`src/rtl/lighthouse_event_pkg.sv`:
```
// Shared constants, entry layout and status-word packing for the lighthouse event FIFO.
// Entry layout gains a timestamp field when LIGHTHOUSE_EVENT_TIMESTAMP_EN is defined.
package lighthouse_event_pkg;

    localparam int ID_W = 4;

    localparam logic [2:0] ADDR_DATA    = 3'd0;
    localparam logic [2:0] ADDR_STATUS  = 3'd1;
    localparam logic [2:0] ADDR_TSTAMP  = 3'd2;
    localparam logic [2:0] ADDR_OVERRUN = 3'd3;
    localparam logic [2:0] ADDR_FLUSH   = 3'd4;

    localparam int STATUS_EMPTY_BIT    = 27;
    localparam int STATUS_OVERFLOW_BIT = 26;

    localparam logic [31:0] FILLER_WORD = 32'hDEAD_BEEF;

    typedef struct packed {
        logic [ID_W-1:0] id;
        logic [31:0]     data;
`ifdef LIGHTHOUSE_EVENT_TIMESTAMP_EN
        logic [31:0]     tstamp;
`endif
    } event_entry_t;

    function automatic logic [31:0] status_word(input logic [ID_W-1:0] id,
                                                input logic            empty,
                                                input logic            overflow,
                                                input logic [15:0]     count);
        logic [31:0] word;
        word                      = '0;
        word[31:28]               = id;
        word[STATUS_EMPTY_BIT]    = empty;
        word[STATUS_OVERFLOW_BIT] = overflow;
        word[15:0]                = count;
        return word;
    endfunction

endpackage

```
`src/rtl/lighthouse_event_fifo_if.sv`:
```
// Avalon-MM register port between the ARM core (master) and the event FIFO (slave).
interface lighthouse_event_fifo_if;
    logic [2:0]  address;
    logic        write;
    logic [31:0] writedata;
    logic        read;
    logic [31:0] readdata;
    logic        waitrequest;

    modport master (output address, write, writedata, read,
                    input  readdata, waitrequest);
    modport slave  (input  address, write, writedata, read,
                    output readdata, waitrequest);
endinterface

```
`src/rtl/event_sync_fifo.sv`:
```
// Single-clock show-ahead FIFO of event entries with push/pop/flush and a 16-bit occupancy count.
module event_sync_fifo
    import lighthouse_event_pkg::*;
#(
    parameter int DEPTH = 64
) (
    input  logic         clock,
    input  logic         reset,
    input  logic         push,
    input  event_entry_t push_entry,
    input  logic         pop,
    input  logic         flush,
    output event_entry_t head,
    output logic [15:0]  count,
    output logic         empty,
    output logic         full,
    output logic         dropped
);
    localparam int PW = $clog2(DEPTH);

    event_entry_t   mem [DEPTH];
    logic [PW-1:0]  wr_ptr_reg;
    logic [PW-1:0]  rd_ptr_reg;
    logic [15:0]    count_reg;
    logic           pop_ok;
    logic           push_ok;

    assign empty   = (count_reg == 16'd0);
    assign full    = (count_reg == 16'(DEPTH));
    assign count   = count_reg;
    assign head    = mem[rd_ptr_reg];
    // A pop in the same cycle frees a slot, so a push at full is still accepted.
    assign pop_ok  = pop && !empty;
    assign push_ok = push && (!full || pop_ok);
    assign dropped = push && !push_ok && !flush;

    always_ff @(posedge clock) begin
        if (reset || flush) begin
            wr_ptr_reg <= '0;
            rd_ptr_reg <= '0;
            count_reg  <= '0;
        end else begin
            if (push_ok) wr_ptr_reg <= wr_ptr_reg + PW'(1);
            if (pop_ok)  rd_ptr_reg <= rd_ptr_reg + PW'(1);
            count_reg <= count_reg + 16'(push_ok) - 16'(pop_ok);
        end
    end

    always_ff @(posedge clock) begin
        if (push_ok && !flush && !reset) mem[wr_ptr_reg] <= push_entry;
    end

endmodule

```
`src/rtl/lighthouse_event_fifo.sv`:
```
// Sensor change detection, round-robin arbitration and Avalon register map in front of the event FIFO.
// Optional per-entry cycle timestamp: define LIGHTHOUSE_EVENT_TIMESTAMP_EN.
module lighthouse_event_fifo
    import lighthouse_event_pkg::*;
#(
    parameter int NUM_SENSORS = 16,
    parameter int DEPTH       = 64
) (
    input  logic                     clock,
    input  logic                     reset,
    input  logic [NUM_SENSORS*32-1:0] sensor_data_i,
    lighthouse_event_fifo_if.slave   avalon
);
    localparam int SEL_W = (NUM_SENSORS > 1) ? $clog2(NUM_SENSORS) : 1;

    logic [31:0]            prev_reg [NUM_SENSORS];
    logic [31:0]            hold_reg [NUM_SENSORS];
    logic [NUM_SENSORS-1:0] pending_reg;
    logic [NUM_SENSORS-1:0] overrun_reg;
    logic [NUM_SENSORS-1:0] new_event;
    logic [NUM_SENSORS-1:0] grant_onehot;
    logic [SEL_W-1:0]       last_grant_reg;
    logic [SEL_W-1:0]       grant_sel;
    logic                   grant_valid;
    logic                   overflow_reg;

    logic                   wr_clear;
    logic                   wr_flush;
    logic                   rd_pop;

    event_entry_t           push_entry;
    event_entry_t           head;
    logic [15:0]            fifo_count;
    logic                   fifo_empty;
    logic                   fifo_full;
    logic                   fifo_dropped;
    logic [31:0]            readdata_comb;
    logic                   unused_ok;

    assign wr_clear = avalon.write && (avalon.address == ADDR_OVERRUN);
    assign wr_flush = avalon.write && (avalon.address == ADDR_FLUSH) && avalon.writedata[0];
    assign rd_pop   = avalon.read  && (avalon.address == ADDR_DATA);

    generate
        for (genvar gi = 0; gi < NUM_SENSORS; gi++) begin : g_sensor
            logic [31:0] word;
            assign word          = sensor_data_i[gi*32 +: 32];
            assign new_event[gi] = word[31] && (word != prev_reg[gi]);

            always_ff @(posedge clock) begin
                if (reset) begin
                    prev_reg[gi]    <= '0;
                    hold_reg[gi]    <= '0;
                    pending_reg[gi] <= 1'b0;
                    overrun_reg[gi] <= 1'b0;
                end else begin
                    prev_reg[gi] <= word;
                    if (new_event[gi]) hold_reg[gi] <= word;
                    pending_reg[gi] <= new_event[gi] || (pending_reg[gi] && !grant_onehot[gi]);
                    // Overrun only when an unpushed word is overwritten; set beats clear.
                    overrun_reg[gi] <= (overrun_reg[gi] && !wr_clear) ||
                                       (new_event[gi] && pending_reg[gi] && !grant_onehot[gi]);
                end
            end
        end
    endgenerate

    always_comb begin
        int idx;
        grant_valid  = 1'b0;
        grant_sel    = '0;
        grant_onehot = '0;
        idx          = 0;
        for (int i = 0; i < NUM_SENSORS; i++) begin
            idx = int'(last_grant_reg) + 1 + i;
            if (idx >= NUM_SENSORS) idx = idx - NUM_SENSORS;
            if (idx >= NUM_SENSORS) idx = idx - NUM_SENSORS;
            if (!grant_valid && pending_reg[idx[SEL_W-1:0]]) begin
                grant_valid = 1'b1;
                grant_sel   = idx[SEL_W-1:0];
            end
        end
        if (grant_valid) grant_onehot[grant_sel] = 1'b1;
    end

    always_ff @(posedge clock) begin
        if (reset) begin
            last_grant_reg <= SEL_W'(NUM_SENSORS - 1);
            overflow_reg   <= 1'b0;
        end else begin
            if (grant_valid) last_grant_reg <= grant_sel;
            overflow_reg <= (overflow_reg && !wr_clear) || fifo_dropped;
        end
    end

`ifdef LIGHTHOUSE_EVENT_TIMESTAMP_EN
    logic [31:0] tstamp_reg;

    always_ff @(posedge clock) begin
        if (reset) tstamp_reg <= '0;
        else       tstamp_reg <= tstamp_reg + 32'd1;
    end
`endif

    always_comb begin
        push_entry      = '0;
        push_entry.id   = ID_W'(grant_sel);
        push_entry.data = hold_reg[grant_sel];
`ifdef LIGHTHOUSE_EVENT_TIMESTAMP_EN
        push_entry.tstamp = tstamp_reg;
`endif
    end

    event_sync_fifo #(.DEPTH(DEPTH)) u_fifo (
        .clock      (clock),
        .reset      (reset),
        .push       (grant_valid),
        .push_entry (push_entry),
        .pop        (rd_pop),
        .flush      (wr_flush),
        .head       (head),
        .count      (fifo_count),
        .empty      (fifo_empty),
        .full       (fifo_full),
        .dropped    (fifo_dropped)
    );

    always_comb begin
        readdata_comb = FILLER_WORD;
        case (avalon.address)
            ADDR_DATA:    readdata_comb = fifo_empty ? 32'd0 : head.data;
            ADDR_STATUS:  readdata_comb = status_word(fifo_empty ? '0 : head.id, fifo_empty,
                                                      overflow_reg, fifo_count);
`ifdef LIGHTHOUSE_EVENT_TIMESTAMP_EN
            ADDR_TSTAMP:  readdata_comb = fifo_empty ? 32'd0 : head.tstamp;
`else
            ADDR_TSTAMP:  readdata_comb = FILLER_WORD;
`endif
            ADDR_OVERRUN: readdata_comb = 32'(overrun_reg);
            ADDR_FLUSH:   readdata_comb = 32'd0;
            default:      readdata_comb = FILLER_WORD;
        endcase
    end

    assign avalon.readdata    = readdata_comb;
    assign avalon.waitrequest = 1'b0;
    assign unused_ok          = ^{avalon.writedata[31:1], fifo_full};

endmodule

```
`src/flat_wrapper.sv`:
```
// flat-port wrapper written by rule: the top's interface ports become plain ports
module lighthouse_event_fifo_flat import lighthouse_event_pkg::*;
#(
    parameter int NUM_SENSORS = 16,
    parameter int DEPTH       = 64
)
  (clock, reset, sensor_data_i, avalon_address, avalon_write, avalon_writedata, avalon_read, avalon_readdata, avalon_waitrequest);
  lighthouse_event_fifo_if avalon_i ();
  input  logic clock;
  input  logic reset;
  input  logic [NUM_SENSORS*32-1:0] sensor_data_i;
  input wire logic [$bits(avalon_i.address)-1:0] avalon_address;
  input wire logic [$bits(avalon_i.write)-1:0] avalon_write;
  input wire logic [$bits(avalon_i.writedata)-1:0] avalon_writedata;
  input wire logic [$bits(avalon_i.read)-1:0] avalon_read;
  output wire logic [$bits(avalon_i.readdata)-1:0] avalon_readdata;
  output wire logic [$bits(avalon_i.waitrequest)-1:0] avalon_waitrequest;
  assign avalon_i.address = avalon_address;
  assign avalon_i.write = avalon_write;
  assign avalon_i.writedata = avalon_writedata;
  assign avalon_i.read = avalon_read;
  assign avalon_readdata = avalon_i.readdata;
  assign avalon_waitrequest = avalon_i.waitrequest;
  lighthouse_event_fifo #(.NUM_SENSORS(NUM_SENSORS), .DEPTH(DEPTH)) u_core (.clock(clock), .reset(reset), .sensor_data_i(sensor_data_i), .avalon(avalon_i));
endmodule
```
`config.mk`:
```
export PLATFORM = sky130hd
export DESIGN_NAME = lighthouse_event_fifo_flat
export DESIGN_NICKNAME = d
export VERILOG_FILES = /design/src/rtl/lighthouse_event_pkg.sv /design/src/rtl/lighthouse_event_fifo_if.sv /design/src/rtl/event_sync_fifo.sv /design/src/rtl/lighthouse_event_fifo.sv /design/src/flat_wrapper.sv
export SDC_FILE = /design/constraint.sdc
export NUM_CORES = 2
export LEC_CHECK = 0
export CAP_MARGIN = 20
export CORE_ASPECT_RATIO = 0.9
export CORE_UTILIZATION = 50
export CTS_BUF_LIST = sky130_fd_sc_hd__clkbuf_4
export CTS_CLUSTER_DIAMETER = 80
export CTS_CLUSTER_SIZE = 24
export DETAILED_ROUTE_END_ITERATION = 10
export GPL_TIMING_DRIVEN = 1
export PLACE_DENSITY = 0.75
export SYNTH_ARGS = -nofsm -noshare
export SYNTH_HDL_FRONTEND = slang
export SYNTH_SLANG_ARGS = --single-unit
```
`constraint.sdc`:
```
create_clock -name clock -period 14.1 [get_ports clock]
set_input_delay 4.23 -clock clock [delete_from_list [all_inputs] [get_ports clock]]
set_output_delay 4.23 -clock clock [all_outputs]
set_load 0.05 [all_outputs]
```
==> metrics <==
status completed; Initial Util between 50% and 60%; dpl hpwl 268300 um; Vias/cell ~6.3; crit path kind primary input to output pin; CTS Sinks 3399; normalized max-slew margin 25.83%; Setup Viol. Count Final 0; Die X 555.4 um; CTS resizes 0; Post-synth EDFFs 2816; max FFs per register 2304; crit path max fanout 22; cts hold-fix bufs 0; distinct cell type count after synthesis 93; Placed Cells 11.86k; Syn Area/Cell 17.42 um2; root buf cell clkbuf_4; clock tree buffer depth 4; CTS Buf Count about 180; nets ~8.9k; via count 76.90k; fmax roughly 0.08 GHz; Worst Clk Skew about 260 ps; Worst Path Required 9870 ps; # IOs ~580; first-pass GRT wire length 556400 um; worst slew pin tran 1110 ps; total congestion overflow 0; crit path DAT approximately 8200 ps; share of post-route cells with drive strength above 1 17.31%; Final min period 12450 ps; Detailed Route WL ~400000 um; Post CTS Setup Buffer Count 0; gpl congestion 0.9992; Worst-Skew Late Latency 1440 ps; Layout area overhead 9.394%; register area share after synthesis 69.84%; initial antenna violation count 104; Synth Flop Type edfxtp_1; Routed Antenna Nets 0; largest net degree at the start of global routing 129; Std-Cell Rows 182; Final Cycle Share 88.30%; core area about 270000 um2; multi-input logic area 39750 um2; fin cells 12.17k; TNS Setup 0 ps; fillers ~21k; drt pass-1 iters 6; Post-synth ARST share 0%; Final Max Tran Viols 0; chip height roughly 500 um; hold violation count in the final report 0; Storage cell area between 90000 and 100000 um2; Iteration-0 DRC Markers 11.57k; Finished Core Util 55.07%; WL/cell approximately 33 um; Tot GR Track Use 28.60%; CTS tree done; crit end category output pin; die area 277700 um2; Yosys reg bits 3399; Synth Cell Area 137800 um2; HP Class register to register; RSZ-0062 raised after global routing false; Post-Synthesis Cells 7910; vias in the first global route 72.59k; Residual DRC 0; Syn Nets 8488; CTS H-Tree Depth 4; Reg clk slew, reported paths 230 ps; startpoint types primary input; maxcap violations 0; yosys warns 0; number of I/O port buffers around 550
metal layers:
layer  track usage (%)  up-vias  part of all wire, %
met5                 0        -                 0.14
met4             10.14       88                  3.9
met3             7.227      676                   11
met2             42.47     4276                   45
met1             41.10    40230                   40
li1                  -    31630                    -
worst max-delay path, cell delays in order:
cell	delay, ps
clkdlybuf4s50_1	950
nor2_1	900
nand2_1	460
a211oi_1	710
clkdlybuf4s50_1	940
synthesized netlist by cell type (all sizes together) (22+ instances only):
master / instances / share of area, %
a21oi: 66 / 0.24
a32o: 65 / 0.47
and2: 81 / 0.37
and3: 442 / 2.0
buf: 148 / 0.50
clkbuf: 336 / 0.92
dfxtp: 583 / 8.5
edfxtp: 2816 / 61
ha: 26 / 0.24
inv: 181 / 0.49
mux2: 26 / 0.21
mux2i: 111 / 0.81
mux4: 757 / 12
nand2: 231 / 0.63
nand4: 126 / 0.57
nor2: 153 / 0.42
nor2b: 519 / 2.4
nor3: 22 / 0.095
nor4: 78 / 0.43
o211a: 130 / 0.94
o211ai: 138 / 0.75
o21ai: 72 / 0.26
o21ba: 64 / 0.46
xnor2: 468 / 3.0
xor2: 72 / 0.47
cell families after synthesis:
family                   count (synthesis)  share of synthesized area [%]
AO/OA/AOI/OAI                          666                          3.925
XOR/XNOR                               540                          3.476
adder cells (fa/ha/maj)                 27                         0.2506
buffers and inverters                  667                          1.914
flip-flops                            3399                          69.84
multiplexers                           894                          13.39
other                                    1                       0.002722
AND/OR/NAND/NOR                       1716                          7.200
area by class of cell:
| class | instances | area share (%) |
|---|---|---|
| clock buffers | 237 | 1.180 |
| inverters | 183 | 0.4607 |
| clock inverters | 28 | 0.2117 |
| multi-input cells | 3844 | 26.37 |
| well taps | 3680 | 3.055 |
| flip-flops and latches | 3399 | 63.86 |
| diodes | 42 | 0.06973 |
| repair buffers | 756 | 4.799 |
placed cells by master, fill, tap and decap left out, types with 9 or more instances in the layout:
cell type / netlist / routed
and2_1: 81 / 81
mux2_2: 26 / 26
nand4_1: 126 / 126
o211ai_1: 138 / 138
inv_1: 179 / 180
xnor2_1: 464 / 464
xor2_1: 71 / 71
o21ba_1: 10 / 10
nor2_1: 153 / 88
a32o_1: 65 / 65
nor2b_2: 0 / 10
clkbuf_4: 1 / 237
o21ba_2: 54 / 54
a211oi_1: 12 / 9
a21oi_1: 66 / 65
o21ai_0: 69 / 69
buf_12: 0 / 11
dfxtp_1: 583 / 577
ha_1: 26 / 26
nor4_4: 0 / 17
diode_2: 0 / 42
nor3_1: 19 / 18
and3_1: 442 / 442
a21o_1: 21 / 21
nand2_1: 231 / 231
mux2i_1: 111 / 111
clkdlybuf4s50_1: 0 / 550
nor2_4: 0 / 64
nor4_1: 62 / 46
nand3_1: 12 / 12
mux4_2: 757 / 757
buf_4: 10 / 188
nand2b_1: 13 / 13
nor2b_1: 519 / 509
o2bb2ai_1: 14 / 14
a31oi_1: 13 / 13
edfxtp_1: 2816 / 2816
nor4_2: 16 / 15
o211a_1: 130 / 130
metrics by stage:
step | setup WS, ps | instance area, um2 | hold WS (ps)
global placement | 1663 | 148400 | 444.0
floorplan | 3914 | 137800 | 422.1
finish | 1649 | 150700 | 466.1
CTS | 1672 | 150600 | 465.0
global route | 1597 | 150700 | 490.7
detailed placement | 1676 | 148500 | 439.9
final timing paths:
path / start / end / slack [ps] / cells after the start
max reg2reg: u_core.last_grant_reg[0]$_SDFFE_PP1P_ / u_core.u_fifo.mem[49][26]$_DFFE_PP_ / 4340 / 21
max: avalon_address[2] / avalon_readdata[24] / 1650 / 5
min reg2reg: u_core.overrun_reg[4]$_SDFF_PP0_ / u_core.overrun_reg[4]$_SDFF_PP0_ / 470 / 2
min: u_core.overrun_reg[4]$_SDFF_PP0_ / u_core.overrun_reg[4]$_SDFF_PP0_ / 470 / 2
Power is left out: the tool's default activity adds up to more than one toggle a clock period on the data nets, which glitch-free logic cannot reach.
